--- src/rtl/insn_sequencer_pkg.sv ---
// Shared state encoding and reset constants for the multicycle instruction sequencer.
package insn_sequencer_pkg;

  typedef enum logic [2:0] {
    FETCH   = 3'd0,
    DECODE  = 3'd1,
    EXECUTE = 3'd2,
    MEM     = 3'd3,
    WB      = 3'd4,
    TRAP    = 3'd5
  } seq_state_e;

  // addi x0, x0, 0
  localparam logic [31:0] NOP_INSN         = 32'h0000_0013;
  localparam logic [31:0] BASEADDR_DEFAULT = 32'h0100_0000;

endpackage

--- src/rtl/insn_sequencer_pc_unit.sv ---
// Program counter: resets to the boot address, advances by 4 or loads a halfword-aligned target.
module insn_sequencer_pc_unit
  import insn_sequencer_pkg::*;
#(
  parameter int unsigned       AWIDTH   = 32,
  parameter logic [AWIDTH-1:0] BASEADDR = AWIDTH'(BASEADDR_DEFAULT)
) (
  input  logic              clk,
  input  logic              rst,
  input  logic              i_advance,
  input  logic              i_pcsel,
  input  logic [AWIDTH-1:0] i_target,
  output logic [AWIDTH-1:0] o_pc
);

  logic [AWIDTH-1:0] r_pc;
  logic [AWIDTH-1:0] w_next_pc;

  assign w_next_pc = i_pcsel ? (i_target & ~AWIDTH'(1)) : (r_pc + AWIDTH'(4));

  always_ff @(posedge clk or posedge rst) begin
    if (rst) begin
      r_pc <= BASEADDR;
    end else if (i_advance) begin
      r_pc <= w_next_pc;
    end
  end

  assign o_pc = r_pc;

endmodule

--- src/rtl/insn_sequencer.sv ---
// Multicycle FETCH/DECODE/EXECUTE/MEM/WB sequencer for the RV32I core.
// Holds the instruction register and the decode controls latched for the rest of the instruction.
module insn_sequencer
  import insn_sequencer_pkg::*;
#(
  parameter int unsigned       DWIDTH   = 32,
  parameter int unsigned       AWIDTH   = 32,
  parameter logic [AWIDTH-1:0] BASEADDR = AWIDTH'(BASEADDR_DEFAULT)
) (
  input  logic              clk,
  input  logic              rst,
  input  logic              imem_rdy_i,
  input  logic [DWIDTH-1:0] imem_data_i,
  output logic              imem_req_o,
  output logic [AWIDTH-1:0] imem_addr_o,
  output logic [DWIDTH-1:0] insn_o,
  output logic [AWIDTH-1:0] pc_o,
  input  logic              illegal_i,
  input  logic              pcsel_i,
  input  logic              regwren_i,
  input  logic              memren_i,
  input  logic              memwren_i,
  input  logic [AWIDTH-1:0] target_i,
  input  logic              dmem_rdy_i,
  output logic              dmem_req_o,
  output logic              dmem_we_o,
  output logic              rf_we_o,
  output logic              retire_o,
  output logic              trap_o,
  output logic [2:0]        state_o
);

  seq_state_e        r_state;
  seq_state_e        w_next_state;
  logic              w_complete;
  logic [DWIDTH-1:0] r_insn;
  logic              r_pcsel_q;
  logic              r_regwren_q;
  logic              r_memren_q;
  logic              r_memwren_q;
  logic [AWIDTH-1:0] r_target_q;
  logic [AWIDTH-1:0] w_target;
  logic [AWIDTH-1:0] w_pc;

  always_ff @(posedge clk or posedge rst) begin
    if (rst) begin
      r_state <= FETCH;
    end else begin
      r_state <= w_next_state;
    end
  end

  always_comb begin
    w_next_state = r_state;
    w_complete   = 1'b0;
    case (r_state)
      FETCH: begin
        if (imem_rdy_i) w_next_state = DECODE;
      end
      DECODE: begin
        if (illegal_i || (memren_i && memwren_i)) w_next_state = TRAP;
        else                                      w_next_state = EXECUTE;
      end
      EXECUTE: begin
        if (r_memren_q || r_memwren_q) begin
          w_next_state = MEM;
        end else if (r_regwren_q) begin
          w_next_state = WB;
        end else begin
          w_next_state = FETCH;
          w_complete   = 1'b1;
        end
      end
      MEM: begin
        if (dmem_rdy_i) begin
          if (r_memren_q) begin
            w_next_state = WB;
          end else begin
            w_next_state = FETCH;
            w_complete   = 1'b1;
          end
        end
      end
      WB: begin
        w_next_state = FETCH;
        w_complete   = 1'b1;
      end
      TRAP:    w_next_state = TRAP;
      default: w_next_state = FETCH;
    endcase
  end

  always_ff @(posedge clk or posedge rst) begin
    if (rst) begin
      r_insn      <= DWIDTH'(NOP_INSN);
      r_pcsel_q   <= 1'b0;
      r_regwren_q <= 1'b0;
      r_memren_q  <= 1'b0;
      r_memwren_q <= 1'b0;
      r_target_q  <= '0;
    end else begin
      if (r_state == FETCH && imem_rdy_i) r_insn <= imem_data_i;
      if (r_state == DECODE) begin
        r_pcsel_q   <= pcsel_i;
        r_regwren_q <= regwren_i;
        r_memren_q  <= memren_i;
        r_memwren_q <= memwren_i;
      end
      if (r_state == EXECUTE) r_target_q <= target_i;
    end
  end

  // An instruction retiring straight out of EXECUTE has not latched its target yet.
  assign w_target = (r_state == EXECUTE) ? target_i : r_target_q;

  insn_sequencer_pc_unit #(
    .AWIDTH  (AWIDTH),
    .BASEADDR(BASEADDR)
  ) u_pc_unit (
    .clk      (clk),
    .rst      (rst),
    .i_advance(w_complete),
    .i_pcsel  (r_pcsel_q),
    .i_target (w_target),
    .o_pc     (w_pc)
  );

  assign imem_req_o  = (r_state == FETCH);
  assign imem_addr_o = w_pc;
  assign pc_o        = w_pc;
  assign insn_o      = r_insn;
  assign dmem_req_o  = (r_state == MEM);
  assign dmem_we_o   = (r_state == MEM) && r_memwren_q;
  assign rf_we_o     = (r_state == WB);
  assign retire_o    = w_complete;
  assign trap_o      = (r_state == TRAP);
  assign state_o     = r_state;

endmodule

--- config.mk ---
export PLATFORM = sky130hd
export DESIGN_NAME = insn_sequencer
export DESIGN_NICKNAME = d
export VERILOG_FILES = /design/src/rtl/insn_sequencer_pkg.sv /design/src/rtl/insn_sequencer_pc_unit.sv /design/src/rtl/insn_sequencer.sv
export SDC_FILE = /design/constraint.sdc
export NUM_CORES = 1
export LEC_CHECK = 0
export BUFFER_PORTS_ARGS = -buffer_cell sky130_fd_sc_hd__buf_2
export CAP_MARGIN = 20
export CORE_MARGIN = 5
export CORE_UTILIZATION = 50
export DETAILED_ROUTE_END_ITERATION = 8
export GPL_TIMING_DRIVEN = 0
export PLACE_DENSITY = 0.8
export SYNTH_ARGS = -nofsm -noshare
export SYNTH_HDL_FRONTEND = slang
export SYNTH_SLANG_ARGS = --single-unit
--- constraint.sdc ---
create_clock -name clk -period 3.7 [get_ports clk]
set_clock_uncertainty 0.15 [all_clocks]
set_input_delay 0.555 -clock clk [delete_from_list [all_inputs] [get_ports clk]]
set_output_delay 0.555 -clock clk [all_outputs]
set_load 0.005 [all_outputs]
# Word-level counts from Yosys, hierarchy flattened
# Index checks and enable logic that the tools add are counted.
# word_totals
register_bits	103
input_bits	73
output_inout_bits	105
word_cells	38
# classes
add_sub_neg	1
n_eq_ne	7
mux	14
n_reduce_logical	7
# op_table
operator	count
two-way mux 32 bit	2
adder 32 x 3 -> 32 bit (second input constant)	1
two-way mux 3 bit	6
case mux 3 bit (5 select lines)	1
== test 3 x 2 -> 1 bit (second input constant)	2
== test 3 bit (second input constant)	2
two-way mux 1 bit	4
inequality test 2 bit (second input constant)	2
== test 3 x 1 -> 1 bit (second input constant)	1
logical AND 1 bit	3
logical NOT 3 bit	1
case mux 1 bit (3 select lines)	1
logical OR 1 bit	2
AND reduction 2 bit	1

# Depth between registers and ports, before layout
# depth
ltp_word	4
mapped_depth	9
mapped_depth_nobuf	6

# Cells and area by module
# From an unflattened synthesis, not the netlist that was laid out.
# hier_totals
cells_unflattened	467
area_unflattened_um2	5402.7
# by_module_without_submodules
mod	n_inst	cells_each	area_each_um2	seq_area_each_um2
insn_sequencer	1	218	3369.5	1780.5
insn_sequencer_pc_unit	1	249	2033.2	777.0

# Worst setup path after synthesis
# No wires, ideal clock.
# synth_timing
path_type	flip-flop to output port
start	reg r_state[2], in the netlist state_o[2]
end	out retire_o
t_arrival_ns	1.599
t_required_ns	2.995
path_slack_ns	1.396
stages_incl_launch_ff	8
n_path_buf	3
path_cell_list	dfrtp_1 > buf_2 > nor3b_2 > and3b_1 > nor3_4 > inv_1 > buf_2 > buf_2
# synth_between
elab_chain_cells	2
word_cells_on_any_way	4
classes_between	eq/ne: 3; mux: 1
# synth_lines
item	line	text
start: declaration	insn_sequencer.sv:33	seq_state_e r_state;
start signal: assignment	insn_sequencer.sv:49	r_state <= w_next_state;
== test 3 bit or == test 3 x 2 -> 1 bit (tied branches)	insn_sequencer.sv:56	case (r_state)
case mux 1 bit (3 select lines) (*)	insn_sequencer.sv:56	
end: declaration	insn_sequencer.sv:28	output logic retire_o,
# Mark *: on every way between the ends. The rest lies on a longest branch, timed or not.

# Final worst setup path
# Same ends and word-level chain as after synthesis.

==> impl_metrics.ini <==
[status]
status = finished, final reports clean

[routing]
wl_met3_mm = 1.54
antenna_left = 0
wirelength_met1_mm = 5.61
drt_wl_total_mm = 14.0
drt_iter0_markers = 405
vias = 4409
drc = 0
routed_via_density = 5.61
drtPass1Iterations = 5
routedWlPerCell_um = 17.8
wl_met2_mm = 6.63
routed.top_layer = met4

[timing]
hold_violations = 0
finalCriticalPeriod_ps = 3270
tns_ps = 0
rsz0062_at_grt = no
slew_headroom_pct = 52.7
fmax_mhz = 306
tightestPinTransition_ps = 704
timing.final.crit_share_pct = 88.3
slew_viol_final = 0
setup_violations = 0

[pwr]
p_leak_nw = 2.99
power-per-cell-area_mw_per_mm2 = 867
peakVddDrop_uv = 390

[setup_path]
arrival_ps = 2560
path_common_cell = buf_2
worstPathCellList = buf_2 -> nor3b_2 -> and3b_1 -> nor3_4 -> inv_1 -> buf_2 -> buf_2 -> buf_2
worst-setup-path-type = reg2out
required_ps = 2990
end_kind = output pin
cp_slowest_stage_delay_ps = 420
cp-start-kind = flip-flop
crit_path_max_fanout = 10
reg2reg_slack_ps = 1180
slowest_stage = dfrtp_1

[clock_tree]
post_cts_buffers = 0
cts-htree-levels = 3
clk_pin_slew_worst_paths_ps = 100
cts_hold_buf = 0
cts_resized = 0
cts_buffer_depth = 2
root_buffer = clkbuf_8
clk_latency_ps = 370
cts_tree = done
cts_buffers = 9
clock-sinks = 101

[synthesis]
synth_ff_type = dfrtp_1
syn_area_sq_mm = 0.00503
netlist.area_leader.share_pct = 48.3
ys_ff_latch = 101
synth_edf_count = 0
yosysWarningCount = 0
syn_area_per_cell_sq_um = 10.9
synth_cell_type_count = 58
synth_area_leaders = dfrtp_1 (48%), mux2_2 (15%), buf_4 (4.9%), o21ai_0 (3.0%), nor2_1 (2.7%)
ys_seq_area_share_pct = 50.4
synthCells = 460
synth-async-reset-ratio_pct = 100
synth.largest_area_cell = dfrtp_1

[placement]
port_buffers = 174
place.gp.congestion = 0.902
dp_hpwl_mm = 10.4

[floorplan]
dieArea_sq_mm = 0.0122
ioPinCount = 178
start_util_pct = 51.4
num_rows = 36
fp.dieH_um = 110
die_w_um = 110
core_sq_mm = 0.00977

[final_layout]
drive_above_1_share_pct = 48.5
area_delta_synth_final_pct = 25.7
n_antenna_cell = 0
final_util_pct = 64.6
fillers = 803
layout.nets = 722

[grt]
grt_pass1_vias = 4174
grt_antenna_before_repair = 0
gr-total-overflow = 0
grt_max_degree = 70
grt_pass1_wl_mm = 21.2
grt_usage_pct = 22.6

[worst_hold_path]
hold_class = in2async

[flow_run]
maxCapViolCount = 0
## Yosys cell counts, drive strengths merged (2+ instances only)
master and count:
dfrtp 97, mux2 65, buf 43, nor2 36, o21ai 30, a21oi 25, nand2 21, clkbuf 15
nand3 14, nand4 11, nor3 11, inv 6, and3 5, mux2i 5, nor4 5, o21a 5
a22oi 4, a31oi 4, dfstp 4, nor3b 4, o2bb2ai 4, a21o 3, a31o 3, a32oi 3
a41o 3, and2 3, nor2b 3, o22ai 3, a2bb2oi 2, and3b 2, o22a 2, or2 2
## final timing paths
path                               startpoint            endpoint  depth (start not counted)
max                                state_o[2]            retire_o                          8
min                                       rst           insn_o[2]                          2
max reg2reg                u_pc_unit.o_pc[10]  u_pc_unit.o_pc[31]                          5
min reg2reg                    r_target_q[31]      r_target_q[31]                          2
max in group asynchronous                 rst  u_pc_unit.o_pc[24]                          3
min in group clk                      pcsel_i           r_pcsel_q                          3
## layout by cell type, fill, tap and decap left out, types with 14 or more instances in the layout
| cell type | instances |
|---|---|
| mux2_2 | 65 |
| nor2_1 | 36 |
| buf_4 | 33 |
| a21oi_1 | 25 |
| nand3_1 | 14 |
| buf_2 | 183 |
| dfrtp_1 | 97 |
| o21ai_0 | 30 |
| nand2_1 | 21 |
| clkbuf_1 | 15 |
## kinds of logic (layout without fill, tap and decap cells)
logic type / Yosys count / in the layout / share of synthesized area [%]
other: 1 / 2 / 0.0746
and+or+nand+nor: 124 / 124 / 13.9
muxes: 70 / 70 / 15.6
buffers and inverters: 65 / 257 / 7.54
AOI/OAI and AO/OA: 98 / 98 / 12.3
DFF: 101 / 101 / 50.4
adders and majority gates: 1 / 1 / 0.249
## where the power goes
group	leakage [nW]	switching, W	internal [W]
Sequential	1.20	0.000458	0.00167
Clock	0.110	0.000416	0.000332
Combinational	1.68	0.00126	0.00134
## critical path: cells and delay by family (launching register included)
kind / cells / cell delay (ps)
buffers and inverters: 5 / 1020
flip-flops: 1 / 420
AND/OR/NAND/NOR: 3 / 750
## stage by stage
step / instances / hold slack [ps] / instance area, sq um / setup WS [ps] / total power, W
3_3_place_gp: 768 / 318 / 6070 / -641 / 0.00463
4_1_cts: 785 / 26.0 / 6310 / 422 / 0.00550
2_1_floorplan: 461 / 296 / 5030 / 354 / 0.00367
5_1_grt: 786 / 38.7 / 6320 / 233 / 0.00586
3_5_place_dp: 769 / 322 / 6100 / 844 / 0.00474
6_report: 786 / 19.7 / 6320 / 432 / 0.00547
## layout make-up
type                       count  area (sq um)  share of cell area (%)
buffer                        58           353                    5.59
inverter                       7          28.8                   0.456
timing repair buffer         176           903                    14.3
multi-input combinational    295          2120                    33.5
clock buffer                   9           124                    1.96
tap                          133           166                    2.63
sequential                   101          2530                    40.1
clock inverter                 7          90.1                    1.43
## state kept, by name, summed over array words and instances (netlist names)
signal,flops
insn_o,32
r_memren_q,1
r_memwren_q,1
r_pcsel_q,1
r_regwren_q,1
r_target_q,31
state_o,3
u_pc_unit.o_pc,31
## per-layer routing
| metal | global-route usage (%) | up-vias |
|---|---|---|
| met4 | 5.54 | 0 |
| li1 | - | 2007 |
| met2 | 38.4 | 291 |
| met3 | 5.77 | 24 |
| met1 | 29.2 | 2087 |
| met5 | 0 | - |
Note: power is estimated with default switching activity, not from simulation.
